`src/rtl/sopc_run_ctrl.sv`:
```
// Reset/run sequencer for a small SOPC: holds all channels in reset, releases
// them one by one with a fixed stagger, then times the run phase until a halt
// request or the run limit ends it.
module sopc_run_ctrl #(
    parameter int unsigned NCH         = 2,
    parameter int unsigned HOLD_CYCLES = 10,
    parameter int unsigned STAGGER     = 1,
    parameter int unsigned RUN_LIMIT   = 50,
    parameter int unsigned CW          = 16
) (
    input  logic           clk,
    input  logic           rst,
    input  logic           start,
    input  logic           halt_req,
    output logic [NCH-1:0] chan_rst,
    output logic           running,
    output logic           done,
    output logic           timeout,
    output logic [CW-1:0]  run_cnt
);

    localparam int unsigned IW         = (NCH > 1) ? $clog2(NCH) : 1;
    localparam int unsigned HOLD_LAST  = (HOLD_CYCLES > 0) ? HOLD_CYCLES - 1 : 0;
    localparam int unsigned STG_LAST   = (STAGGER > 0) ? STAGGER - 1 : 0;
    localparam int unsigned LIM_LAST   = (RUN_LIMIT > 0) ? RUN_LIMIT - 1 : 0;
    // A single channel or zero stagger skips the release phase entirely.
    localparam bit          DIRECT_RUN = (STAGGER == 0) || (NCH == 1);

    typedef enum logic [2:0] {
        S_IDLE,
        S_HOLD,
        S_RELEASE,
        S_RUN,
        S_STOP
    } state_e;

    state_e         state_q, state_d;
    logic [CW-1:0]  cnt_q, cnt_d;
    logic [IW-1:0]  idx_q, idx_d;
    logic [NCH-1:0] chan_rst_q, chan_rst_d;
    logic           running_q, running_d;
    logic           done_q, done_d;
    logic           timeout_q, timeout_d;
    logic [CW-1:0]  run_cnt_q, run_cnt_d;
    logic [CW-1:0]  run_cnt_inc;

    // Saturating run-cycle increment.
    assign run_cnt_inc = (run_cnt_q == '1) ? run_cnt_q : run_cnt_q + CW'(1);

    // State and output registers; reset forces the idle/all-in-reset picture.
    always_ff @(posedge clk or negedge rst) begin
        if (!rst) begin
            state_q    <= S_IDLE;
            cnt_q      <= '0;
            idx_q      <= '0;
            chan_rst_q <= '1;
            running_q  <= 1'b0;
            done_q     <= 1'b0;
            timeout_q  <= 1'b0;
            run_cnt_q  <= '0;
        end else begin
            state_q    <= state_d;
            cnt_q      <= cnt_d;
            idx_q      <= idx_d;
            chan_rst_q <= chan_rst_d;
            running_q  <= running_d;
            done_q     <= done_d;
            timeout_q  <= timeout_d;
            run_cnt_q  <= run_cnt_d;
        end
    end

    // Next-state and next-output logic for the sequence.
    always_comb begin
        state_d    = state_q;
        cnt_d      = cnt_q;
        idx_d      = idx_q;
        chan_rst_d = chan_rst_q;
        running_d  = running_q;
        done_d     = done_q;
        timeout_d  = timeout_q;
        run_cnt_d  = run_cnt_q;

        case (state_q)
            S_IDLE, S_STOP: begin
                chan_rst_d = '1;
                running_d  = 1'b0;
                if (start) begin
                    state_d   = S_HOLD;
                    cnt_d     = '0;
                    idx_d     = '0;
                    run_cnt_d = '0;
                    done_d    = 1'b0;
                    timeout_d = 1'b0;
                end
            end

            S_HOLD: begin
                if (halt_req) begin
                    state_d    = S_STOP;
                    chan_rst_d = '1;
                    done_d     = 1'b1;
                    timeout_d  = 1'b0;
                end else if (cnt_q == CW'(HOLD_LAST)) begin
                    cnt_d = '0;
                    if (DIRECT_RUN) begin
                        chan_rst_d = '0;
                        running_d  = 1'b1;
                        state_d    = S_RUN;
                    end else begin
                        chan_rst_d    = '1;
                        chan_rst_d[0] = 1'b0;
                        idx_d         = IW'(1);
                        state_d       = S_RELEASE;
                    end
                end else begin
                    cnt_d = cnt_q + CW'(1);
                end
            end

            S_RELEASE: begin
                if (halt_req) begin
                    state_d    = S_STOP;
                    chan_rst_d = '1;
                    done_d     = 1'b1;
                    timeout_d  = 1'b0;
                end else if (cnt_q == CW'(STG_LAST)) begin
                    cnt_d = '0;
                    for (int k = 0; k < NCH; k++) begin
                        if (IW'(k) == idx_q) chan_rst_d[k] = 1'b0;
                    end
                    if (idx_q == IW'(NCH - 1)) begin
                        state_d   = S_RUN;
                        running_d = 1'b1;
                    end else begin
                        idx_d = idx_q + IW'(1);
                    end
                end else begin
                    cnt_d = cnt_q + CW'(1);
                end
            end

            S_RUN: begin
                run_cnt_d = run_cnt_inc;
                if (halt_req) begin
                    state_d    = S_STOP;
                    chan_rst_d = '1;
                    running_d  = 1'b0;
                    done_d     = 1'b1;
                    timeout_d  = 1'b0;
                end else if ((RUN_LIMIT != 0) && (run_cnt_q == CW'(LIM_LAST))) begin
                    state_d    = S_STOP;
                    chan_rst_d = '1;
                    running_d  = 1'b0;
                    done_d     = 1'b1;
                    timeout_d  = 1'b1;
                end
            end

            default: begin
                state_d    = S_IDLE;
                chan_rst_d = '1;
                running_d  = 1'b0;
            end
        endcase
    end

    assign chan_rst = chan_rst_q;
    assign running  = running_q;
    assign done     = done_q;
    assign timeout  = timeout_q;
    assign run_cnt  = run_cnt_q;

endmodule

```
`config.mk`:
```
export PLATFORM = sky130hd
export DESIGN_NAME = sopc_run_ctrl
export DESIGN_NICKNAME = d
export VERILOG_FILES = /design/src/rtl/sopc_run_ctrl.sv
export SDC_FILE = /design/constraint.sdc
export NUM_CORES = 1
export LEC_CHECK = 0
export ABC_AREA = 1
export CAP_MARGIN = 25
export CORE_ASPECT_RATIO = 0.5
export CORE_MARGIN = 2
export CORE_UTILIZATION = 60
export CTS_CLUSTER_SIZE = 12
export DETAILED_ROUTE_END_ITERATION = 12
export HOLD_SLACK_MARGIN = 0.1
export PLACE_DENSITY = 0.83
export REMOVE_ABC_BUFFERS = 1
export SLEW_MARGIN = 20
export SYNTH_ARGS = -nofsm -noshare
export SYNTH_HDL_FRONTEND = slang
export SYNTH_SLANG_ARGS = --single-unit
```
`constraint.sdc`:
```
create_clock -name clk -period 2.4 [get_ports clk]
set_input_delay 0.24 -clock clk [delete_from_list [all_inputs] [get_ports clk]]
set_output_delay 0.24 -clock clk [all_outputs]
set_load 0.01 [all_outputs]
```
* Yosys cells after proc, flatten, opt, wreduce, memory -nomap -nowiden
Cells that the tools add are included.
** Storage, ports and cells
- Word-level logic and storage cells :: 94
- Output and inout port bits :: 21
- Input bits :: 4
- Register bits :: 41
** Operators by class
- Eq/ne operators :: 20
- Reduce and logical (&&, ||, !) cells :: 15
- Multiplexer cells :: 46
- Bitwise operators :: 1
- Add/subtract/negate cells :: 3
** Operators with widths (number)
- $mux 16 :: 6
- $pmux 16 s3 :: 1
- $add 16x1->16 const B :: 2
- $pmux 16 s2 :: 1
- $mux 3 :: 8
- $mux 1 :: 18
- $eq 16x16->1 const B :: 1
- $eq 16x4->1 const B :: 1
- $eq 16x6->1 const B :: 1
- $logic_not 16->1 :: 1
- $reduce_and 4->1 :: 4
- $ne 3x3->1 const B :: 5
- $ne 2x2->1 const B :: 7
- $mux 2 :: 6
- $pmux 1 s3 :: 4
- $pmux 3 s4 :: 1
- $reduce_and 5->1 :: 2
- $eq 3x2->1 const B :: 2
- $pmux 2 s3 :: 1
- $reduce_and 6->1 :: 1
- $reduce_bool 3->1 :: 2
- $reduce_or 2->1 :: 2
- $eq 3x1->1 const B :: 1
- $eq 3x3->1 const B :: 1
- other kinds (6) :: 6

* Longest topological paths before layout
Gate-level depths: netlist of run 1.
- Depth in word-level cells :: 5
- Mapped depth :: 11
- Gate-level depth less buffers :: 11

* Least setup slack after synthesis of run 1
OpenSTA, ideal clock, no wires.
- Kind :: reg-to-reg
- Start point :: register run_cnt_q[0], in the netlist run_cnt[0]
- End point :: register run_cnt_q[5], in the netlist run_cnt[5]
- Buffers on the path :: 1
- Cell stages (with the launch flop) :: 12
- Slack :: 0.742 ns
- Arrival time :: 1.539 ns
- Setup time :: 0.119 ns
- Data required time :: 2.281 ns
- Clock period less this slack :: 1.658 ns
- Cell sequence :: dfrtp_1 -> ha_1 -> nand2_1 -> nor2_4 -> nand2_2 -> nor2_2 -> nand2_1 -> nand2_2 -> nand2_4 -> buf_6 -> a21oi_1 -> nor2_1
** On the way
- Longest elaborated chain between the ends :: 3
- Elaborated cells between the ends (all ways) :: 6
- Those cells by class :: add/sub (1); eq/ne (2); mux (2); reduce/logical (1)
** RTL lines
- start: declaration :: line 44 : logic [CW-1:0] run_cnt_q, run_cnt_d;
- start signal: assignment :: line 69 : run_cnt_q <= run_cnt_d;
- $add 16x1->16 or $eq 16x16->1 (tied branches) :: line 48 : assign run_cnt_inc = (run_cnt_q == '1) ? run_cnt_q : run_cnt_q + CW'(1);
- $mux 16 or $ne 2x2->1 (tied branches)
- $pmux 16 s2 or $reduce_and 3->1 (tied branches)
Several ways; a longest one is shown, not always the timed one. The select of a mux whose other input is x is not followed.
A chain may end at the register's enable or synchronous reset.

* Worst setup path after layout of run 1
- Start point :: register run_cnt_q[0], in the netlist run_cnt[0]
- End point :: register run_cnt_q[10], in the netlist run_cnt[10]
Same word-level chain as after synthesis.

==> out/metrics.cfg, run 1 <==
[run_status]
outcome=finished, final reports clean

[clock_network]
cts_root_buf=clkbuf_8
htreeDepth=2
cts_tree=done
cts_buffer_depth=2
clock_sinks=41
cts_buffers=5
clkLatencyLatePin_ps=300
cts.clk_slew.worst_paths_ps=90

[finish]
layout.nets=390
syn2layout_area_growth_pct=14.9
fill_cells=308
diodes=0
multiInputGateArea_um2=1360
drive_gt1_frac=0.113
seq_area_um2=1030
final_util=0.743

[critical_path]
start_kind=flip-flop
timing.rr.start=run_cnt[0]
critPathLaunch=run_cnt[0]
cp_max_fo=23
endpoint_kind=flip-flop
regToRegSetupSlack_ps=520
critPathRequiredTime_ps=2600
crit_chain=ha_1 > nand2_1 > nor2_4 > nand2_2 > nor2_2 > nand2_1 > nand2_2 > nand2_4 > inv_1 > nand2_1 > o21ai_0
cpMostUsedCell=nand2_1
crit_path_top_delay_cell=dfrtp_1
path_class=reg -> reg
cp_data_arrival_time_ps=2090
slowest_delay_ps=450

[global_route]
gr-usage-met3=0.0585
grt_use_met1=0.341
grtUsageMet2=0.416
grt_pass1_vias=2155
gr-total-overflow=0
grt-busiest-layer=met2
grt_max_degree=42
grt_pass1_wl_mm=9.86
grt_util_all_layers=0.254
antenna_found_initial=0

[power_and_ir_drop]
p_per_area_nw_per_um2=768
leakagePower_nw=1.31
peakVddDrop_uv=401

[timing]
min_period_ps=1880
fin_skew_ps=14.0
rsz0062_at_grt=no
finalCritPeriodShare=0.785
setup_violations=0
hold_viol=0
tightest_slew_ps=559
maxSlewHeadroom=0.627
drv_slew=0
fin_tns_setup_ps=0
fin_ws_ps=517
fmax_mhz=531

[die]
rows=16
fp.coreArea_um2=4020
initial_core_util=0.647
io_pins=25
dieArea_um2=4910
fp.dieW_um=97.2
die_y_um=50.6

[logic_synthesis]
yosysUniqueCellTypes=34
syn_inst=352
synth_seq_cells=41
synth_warnings=0
netlist_area_um2=2600
synth_area_per_cell_um2=7.40
seq_area_frac_synth=0.395

[routing]
drt-initial-drc-count=145
routed_via_density=5.47
drcViolationCount=0
via_count=2385
routed_wl_mm=5.96
drtAntennaViolNets=0
avgRoutedWirePerCell_um=13.7
dr.pass1.iters=5

[run]
maxCapViolCount=0

[placement]
dpl.hpwl_mm=4.32
place_ws_ps=554
place_congestion=0.955
port_buffers=24

[worst_hold_path]
hold_class=in -> async

report_power, final:
part           internal [W]  switching (W)  total [W]
clock network      0.000201       0.000246   0.000447
registers          0.000791      0.0000783   0.000870
logic              0.000313       0.000667   0.000980
total               0.00131       0.000991    0.00230
Yosys cell counts (all sizes together):
cell | instances | share of area
o22ai | 5 | 0.014
xnor2 | 2 | 0.0067
dfstp | 2 | 0.020
nor3 | 11 | 0.025
o211ai | 3 | 0.0086
nand3 | 32 | 0.067
a21oi | 12 | 0.025
inv | 45 | 0.065
or2 | 1 | 0.0024
o21a | 1 | 0.0029
xor2 | 13 | 0.044
nand2 | 94 | 0.14
nand4 | 10 | 0.024
o21ai | 23 | 0.046
nor3b | 1 | 0.0048
o32ai | 1 | 0.0034
nor2 | 46 | 0.079
ha | 5 | 0.024
buf | 5 | 0.018
nand3b | 1 | 0.0029
dfrtp | 39 | 0.37
stage by stage:
step / cell area, µm² / std cells / total power, W / hold slack, ps
after floorplan: 2560 / 347 / 0.00154 / -55.6
after global placement: 2870 / 426 / 0.00181 / 416
after detailed placement: 2870 / 426 / 0.00184 / 425
after CTS: 2950 / 434 / 0.00230 / 105
after global routing: 2990 / 436 / 0.00248 / 483
final: 2990 / 436 / 0.00230 / 457
layout by cell type (no fill, tap or decap), drive strengths merged:
master / n
nand2: 94
nor2: 46
inv: 45
dfrtp: 39
nand3: 32
clkdlybuf4s50: 23
o21ai: 23
xor2: 13
a21oi: 12
nor3: 11
nand4: 10
ha: 5
clkbuf: 5
o22ai: 5
o211ai: 3
buf: 3
xnor2: 2
dfstp: 2
clkinv: 2
or2: 1
nor3b: 1
nand3b: 1
o32ai: 1
o21a: 1
clkinvlp: 1
dlygate4sd3: 1
metal layers:
| metal | share of wire | up-vias | wire length, µm |
|---|---|---|---|
| li1 | - | 1200 | - |
| met1 | 0.46 | 1091 | 2740 |
| met2 | 0.46 | 83 | 2730 |
| met3 | 0.069 | 11 | 413 |
| met4 | 0.013 | 0 | 79 |
| met5 | 0 | - | 0 |
worst paths after layout:
kind                                     to  depth (start not counted)
max in group asynchronous          cnt_q[4]                          3
worst max register to register  run_cnt[10]                         11
worst max-delay path            run_cnt[10]                         11
min in group clk                chan_rst[0]                          2
worst min register to register  chan_rst[0]                          2
worst min-delay path            run_cnt[15]                          2
worst max-delay path, delay by kind of cell, from the launching register on:
kind / cells / cell delay, ps
AND/OR/NAND/NOR: 8 / 850
AO/OA/AOI/OAI: 1 / 90
adder cells (fa/ha/maj): 1 / 260
buffers and inverters: 1 / 140
flip-flops: 1 / 450
flip-flops by register name (all words and copies together) (netlist names):
name and cells:
chan_rst 2, cnt_q 16, done 1, idx_q 1, run_cnt 16, running 1
state_q 3, timeout 1
layout make-up:
type | instances | area share
Clock inverter | 3 | 0.00586
Multi-Input combinational cell | 261 | 0.455
Inverter | 45 | 0.0565
Timing Repair Buffer | 27 | 0.0937
Clock buffer | 5 | 0.0230
Sequential cell | 41 | 0.344
Tap cell | 54 | 0.0226
cells by family after synthesis:
| kind of cell | after synthesis | share of synthesized area |
|---|---|---|
| AOI/OAI and AO/OA | 45 | 0.0995 |
| xor gates and xnor gates | 15 | 0.0505 |
| adders and majority gates | 5 | 0.0240 |
| buffers and inverters | 50 | 0.0827 |
| DFF | 41 | 0.395 |
| and+or+nand+nor | 196 | 0.348 |
repair_timing:
action,CTS,global route
hold endpoints to repair,0,18
resized for setup,0,0
buffers inserted,0,0
hold buffers,0,1
(Power assumes the default switching activity.)
==> run 2: changes to the inputs <==
--- a/config.mk
+++ b/config.mk
@@ -9,11 +9,11 @@
 export CAP_MARGIN = 25
 export CORE_ASPECT_RATIO = 0.5
 export CORE_MARGIN = 2
-export CORE_UTILIZATION = 60
+export CORE_UTILIZATION = 57
 export CTS_CLUSTER_SIZE = 12
 export DETAILED_ROUTE_END_ITERATION = 12
 export HOLD_SLACK_MARGIN = 0.1
-export PLACE_DENSITY = 0.83
+export PLACE_DENSITY = 0.8
 export REMOVE_ABC_BUFFERS = 1
 export SLEW_MARGIN = 20
 export SYNTH_ARGS = -nofsm -noshare
==> constraint.sdc (replaced) <==
create_clock -name clk -period 1.8 [get_ports clk]
set_input_delay 0.18 -clock clk [delete_from_list [all_inputs] [get_ports clk]]
set_output_delay 0.18 -clock clk [all_outputs]
set_load 0.01 [all_outputs]
==> out/metrics.cfg, run 2 (synthesis results as in run 1) <==
[power_and_ir_drop]
p_per_area_nw_per_um2=1070  ; +40%
pwr-share-clk=0.235  ; +0.040
total_power_w=0.00335  ; +46%
pwr-share-comb=0.421  ; -0.006
swShare=0.405  ; -0.0270
seq_power_share=0.344  ; -0.035
intPower_w=0.00200  ; +53%
power.switching_w=0.00136  ; +37%
leakagePower_nw=1.38  ; +5.4%
peakVddDrop_uv=486  ; +21%

[routing]
drcViolationCount=0  ; unchanged
routed_wl_mm=6.09  ; +2.2%
drt-initial-drc-count=159  ; +9.7%
via_count=2473  ; +3.7%
routed_via_density=5.48  ; +0.24%
dr.pass1.iters=4  ; -1
drtAntennaViolNets=0  ; unchanged
avgRoutedWirePerCell_um=13.5  ; -1.2%

[timing]
hold_viol=0  ; unchanged
maxSlewHeadroom=0.468  ; -0.159
drv_slew=0  ; unchanged
fmax_mhz=592  ; +11%
fin_skew_ps=11.1  ; -2.86 ps
fin_tns_setup_ps=0  ; unchanged
tightest_slew_ps=798  ; +239 ps
finalCritPeriodShare=0.939  ; +0.154
setup_violations=0  ; unchanged
whs_ps=479  ; +21.7 ps
min_period_ps=1690  ; -194 ps

[clock_network]
cts_buffer_depth=2  ; unchanged
cts_tree=done
cts.clk_slew.worst_paths_ps=90  ; about the same
cts_root_buf=clkbuf_8
clkLatencyLatePin_ps=310  ; about the same
clock_sinks=41  ; unchanged
cts_buffers=5  ; unchanged
htreeDepth=2  ; unchanged

[finish]
diodes=0  ; unchanged
seq_area_um2=1030  ; +0.24%
fill_cells=341  ; +11%
layout.nets=402  ; +3.1%
layout_commonest_cell=nand2_1
multiInputGateArea_um2=1380  ; +1.5%
syn2layout_area_growth_pct=19.8
final_cell_mix=88 x nand2_1, 38 x inv_1, 38 x nor2_1, 37 x dfrtp_1, 29 x nand3_1
instances_no_fill=451  ; +3.4%
drive_gt1_frac=0.147  ; +0.0346

[die]
io_pins=25  ; unchanged
dieArea_um2=5160  ; +4.9%
fp.coreArea_um2=4400  ; +9.4%
die_y_um=51.8  ; +2.4%
fp.dieW_um=99.6  ; +2.5%
rows=17  ; +1
initial_core_util=0.591  ; -0.0557

[placement]
dpl.hpwl_mm=4.42  ; +2.3%
port_buffers=24  ; unchanged
place_congestion=0.915  ; -4.1%
dp_cells=437  ; +2.6%

[global_route]
grt_pass1_wl_mm=10.3  ; +4.2%
antenna_found_initial=0  ; unchanged
grt_max_degree=36  ; -14%
gr-total-overflow=0  ; unchanged
grt_pass1_vias=2299  ; +6.7%
grt_util_all_layers=0.256  ; +0.00154

[critical_path]
start_kind=flip-flop
cp_data_arrival_time_ps=1930  ; -160 ps
slowest_delay_ps=400  ; -50 ps
cp_max_fo=23  ; unchanged
timing.rr.start=run_cnt[0]
endpoint_kind=flip-flop
path_class=reg -> reg
path_buf_inv=0  ; -1
critPathRequiredTime_ps=2040  ; -560 ps
critPathLaunch=run_cnt[0]
critPathTopFamily=simple AND/OR/NAND/NOR gates
cpMostUsedCell=nand2_1
crit_chain=ha_1 > nand2_1 > nor2_4 > nand2_2 > nor2_2 > nand2_1 > nand2_2 > nand2_8 > nand3_1 > nand2_1 > nor2_1
crit_path_top_delay_cell=dfrtp_2

[run_status]
outcome=finished, final reports clean

[run]
maxCapViolCount=0  ; unchanged

[worst_hold_path]
hold_class=reg -> reg
min-delay-start=chan_rst[0]

-- run 2: changes by cell type in the layout (fill, tap and decap cells not counted), sizes merged --
cell,previous run,this run
clkinvlp,1,0
bufinv,0,1
clkbuf,5,7
clkinv,2,0
buf,3,15
-- run 2: layout make-up --
class	instances	share of cell area
multi-input cells	261	0.443
flip-flops and latches	41	0.331
repair buffers	39	0.112
inverters	45	0.0542
clock buffers	7	0.0277
well taps	57	0.0229
clock inverters	1	0.00963
-- run 2: path summary, 6_finish.rpt --
kind	endpoint	slack, ps	depth (start not counted)
worst max-delay path	run_cnt[7]	110	11
worst min-delay path	chan_rst[0]	480	2
min in group asynchronous	run_cnt[10]	490	2
worst max register to register	run_cnt[7]	110	11
max in group asynchronous	cnt_q[14]	720	3
worst min register to register	chan_rst[0]	480	2
-- run 2: metrics by stage --
stage	instance area [µm²]	util	setup WS [ps]
after floorplan	2560	-	172
after detailed placement	2930	0.666	65.9
after global routing	3120	0.708	-10.5
after global placement	2930	0.666	123
final	3120	0.708	110
after CTS	3060	0.695	40.2
-- run 2: repair_timing --
action | in CTS | in global routing
setup buffers | 0 | 5
hold buffers | 1 | 0
setup endpoints to repair | 0 | 18
hold endpoints to repair | 31 | 0
resized for setup | 0 | 6
-- run 2: layer usage --
| layer | global-route usage | vias up | share of wire |
|---|---|---|---|
| met3 | 0.0591 | 15 | 0.039 |
| met4 | 0.0959 | 0 | 0.021 |
| met1 | 0.318 | 1171 | 0.45 |
| li1 | - | 1225 | - |
| met5 | 0 | - | 0 |
| met2 | 0.444 | 62 | 0.49 |
-- run 2: tightest hold or removal path, stage by stage (launching register included) --
cell and delay (ps):
dfstp_2 370, o21ai_0 60, nand2_1 50
-- run 2: power by group through the flow --
stage	clock network [W]	logic [W]	registers [W]
final	0.000786	0.00141	0.00115
after global placement	0	0.00129	0.00117
after CTS	0.000792	0.00133	0.00116
after floorplan	0	0.000871	0.00119
after global routing	0.000836	0.00157	0.00117
after detailed placement	0	0.00131	0.00117
==> run 3: changes to the inputs <==
--- a/config.mk
+++ b/config.mk
@@ -8,7 +8,6 @@
 export ABC_AREA = 1
 export CAP_MARGIN = 25
 export CORE_ASPECT_RATIO = 0.5
-export CORE_MARGIN = 2
 export CORE_UTILIZATION = 57
 export CTS_CLUSTER_SIZE = 12
 export DETAILED_ROUTE_END_ITERATION = 12
==> out/metrics.cfg, run 3 (synthesis results as in run 1) <==
[clock_network]
cts_tree=done
clock_sinks=41  ; unchanged
cts_buffers=5  ; unchanged
cts.clk_slew.worst_paths_ps=80  ; about the same
cts_root_buf=clkbuf_8
htreeDepth=2  ; unchanged
clkLatencyLatePin_ps=300  ; about the same
cts_buffer_depth=2  ; unchanged

[routing]
dr.pass1.iters=4  ; unchanged
drt-initial-drc-count=163  ; +2.5%
routed_via_density=5.56  ; +1.5%
avgRoutedWirePerCell_um=14.0  ; +4.0%
via_count=2470  ; -0.12%
routed_wl_mm=6.24  ; +2.4%
drcViolationCount=0  ; unchanged
drtAntennaViolNets=0  ; unchanged

[global_route]
gr-total-overflow=0  ; unchanged
grt_use_met1=0.358  ; +0.0397
grt_max_degree=42  ; +17%
antenna_found_initial=0  ; unchanged
gr-usage-met3=0.0539  ; -0.00524
grt_pass1_vias=2344  ; +2.0%
grt-busiest-layer=met2
grt_util_all_layers=0.279  ; +0.0238
grt_pass1_wl_mm=10.7  ; +4.4%
grtUsageMet2=0.480  ; +0.0365

[critical_path]
crit_path_top_delay_cell=dfrtp_2
cp_data_arrival_time_ps=1890  ; -40 ps
slowest_delay_ps=420  ; +20 ps
start_kind=flip-flop
critPathRequiredTime_ps=2020  ; -20 ps
cp_max_fo=6  ; -74%
critPathTopFamily=simple AND/OR/NAND/NOR gates
endpoint_kind=flip-flop
cpMostUsedCell=nand2_2
path_class=reg -> reg
path_buf_inv=1  ; +1
crit_chain=ha_2 > nand2_2 > nor2_4 > nand2_2 > nor2_2 > nand2_1 > nand2_2 > buf_4 > o21ai_0 > a21oi_1

[placement]
dpl_cell_area_um2=2930  ; about the same
place_ws_ps=1.30  ; -64.6 ps
port_buffers=24  ; unchanged
dp_cells=433  ; -0.92%
dpl.hpwl_mm=4.48  ; +1.4%
place_congestion=0.902  ; -1.5%

[timing]
whs_ps=361  ; -118 ps
finalCritPeriodShare=0.929  ; -0.00920
tightest_slew_ps=404  ; -394 ps
setup_violations=0  ; unchanged
fin_ws_ps=127  ; +16.6 ps
min_period_ps=1670  ; -16.6 ps
drv_slew=0  ; unchanged
fin_skew_ps=9.72  ; -1.42 ps
fin_tns_setup_ps=0  ; unchanged
maxSlewHeadroom=0.729  ; +0.261
hold_viol=0  ; unchanged
fmax_mhz=598  ; +0.99%

[power_and_ir_drop]
leakagePower_nw=1.36  ; -1.3%
seq_power_share=0.345  ; about the same
pwr-share-comb=0.420  ; about the same
p_per_area_nw_per_um2=1090  ; +1.0%
peakVddDrop_uv=807  ; +66%
pwr-share-clk=0.235  ; about the same
swShare=0.405  ; about the same
power.switching_w=0.00136  ; +0.41%
intPower_w=0.00200  ; +0.28%

[finish]
layout_commonest_cell=nand2_1
final_area_um2=3100  ; -0.68%
drive_gt1_frac=0.141  ; -0.00618
layout.nets=398  ; -1.0%
instances_no_fill=444  ; -1.6%
diodes=0  ; unchanged
final_cell_mix=87 x nand2_1, 38 x nor2_1, 38 x dfrtp_1, 37 x inv_1, 29 x nand3_1
syn2layout_area_growth_pct=18.9

[die]
io_pins=25  ; unchanged
dieArea_um2=4860  ; -5.8%
initial_core_util=0.631  ; +0.0400
fp.coreArea_um2=4120  ; -6.3%
fp.dieW_um=97.6  ; -2.0%
rows=16  ; -1
die_y_um=49.8  ; -3.9%

[run]
maxCapViolCount=0  ; unchanged

[worst_hold_path]
hold_class=in -> async

[run_status]
outcome=finished, final reports clean

==> run 3: cell type report <==
class / count / area, µm²
multi-input cells: 261 / 1380
flip-flops and latches: 41 / 1030
fillers: 338 / 1030
repair buffers: 35 / 333
inverters: 45 / 169
clock buffers: 7 / 86.3
well taps: 54 / 67.6
clock inverters: 1 / 30.0
==> run 3: worst paths after layout <==
path                             from          end  slack (ps)  depth (start not counted)
min                               rst  run_cnt[14]         360                          3
max                        run_cnt[0]   run_cnt[2]         130                         10
min reg2reg                   timeout      timeout         480                          2
max reg2reg                run_cnt[0]   run_cnt[2]         130                         10
min in group clk              timeout      timeout         480                          2
max in group asynchronous         rst  chan_rst[0]        1150                          3
==> run 3: power by group through the flow <==
stage | sequential, W | combinational (W) | clock, W
2_1_floorplan | 0.00119 | 0.000871 | 0
3_3_place_gp | 0.00117 | 0.00132 | 0
3_5_place_dp | 0.00117 | 0.00135 | 0
4_1_cts | 0.00116 | 0.00138 | 0.000798
5_1_grt | 0.00118 | 0.00160 | 0.000831
6_report | 0.00116 | 0.00141 | 0.000789
==> run 3: repair_timing <==
item	CTS	global route
pin swaps	0	2
buffers inserted	0	2
setup endpoints to repair	6	17
hold buffers	1	0
endpoints found under the hold margin	41	0
gates resized for setup	2	5
==> run 3: worst register-to-register path: stages, from the launching register on <==
cell,delay (ps)
dfrtp_2,420
ha_2,220
nand2_2,90
nor2_4,120
nand2_2,60
nor2_2,80
nand2_1,80
nand2_2,130
buf_4,140
o21ai_0,80
a21oi_1,170
==> run 3: metal layers <==
metal	share of wire	routed length, µm
met5	0	0
met4	0.022	136
met3	0.051	316
met2	0.47	2920
met1	0.46	2860
==> run 3: metrics by stage <==
step	utilization	power, W
2_1_floorplan	-	0.00206
3_3_place_gp	0.711	0.00249
3_5_place_dp	0.711	0.00252
4_1_cts	0.744	0.00334
5_1_grt	0.751	0.00361
6_report	0.751	0.00336
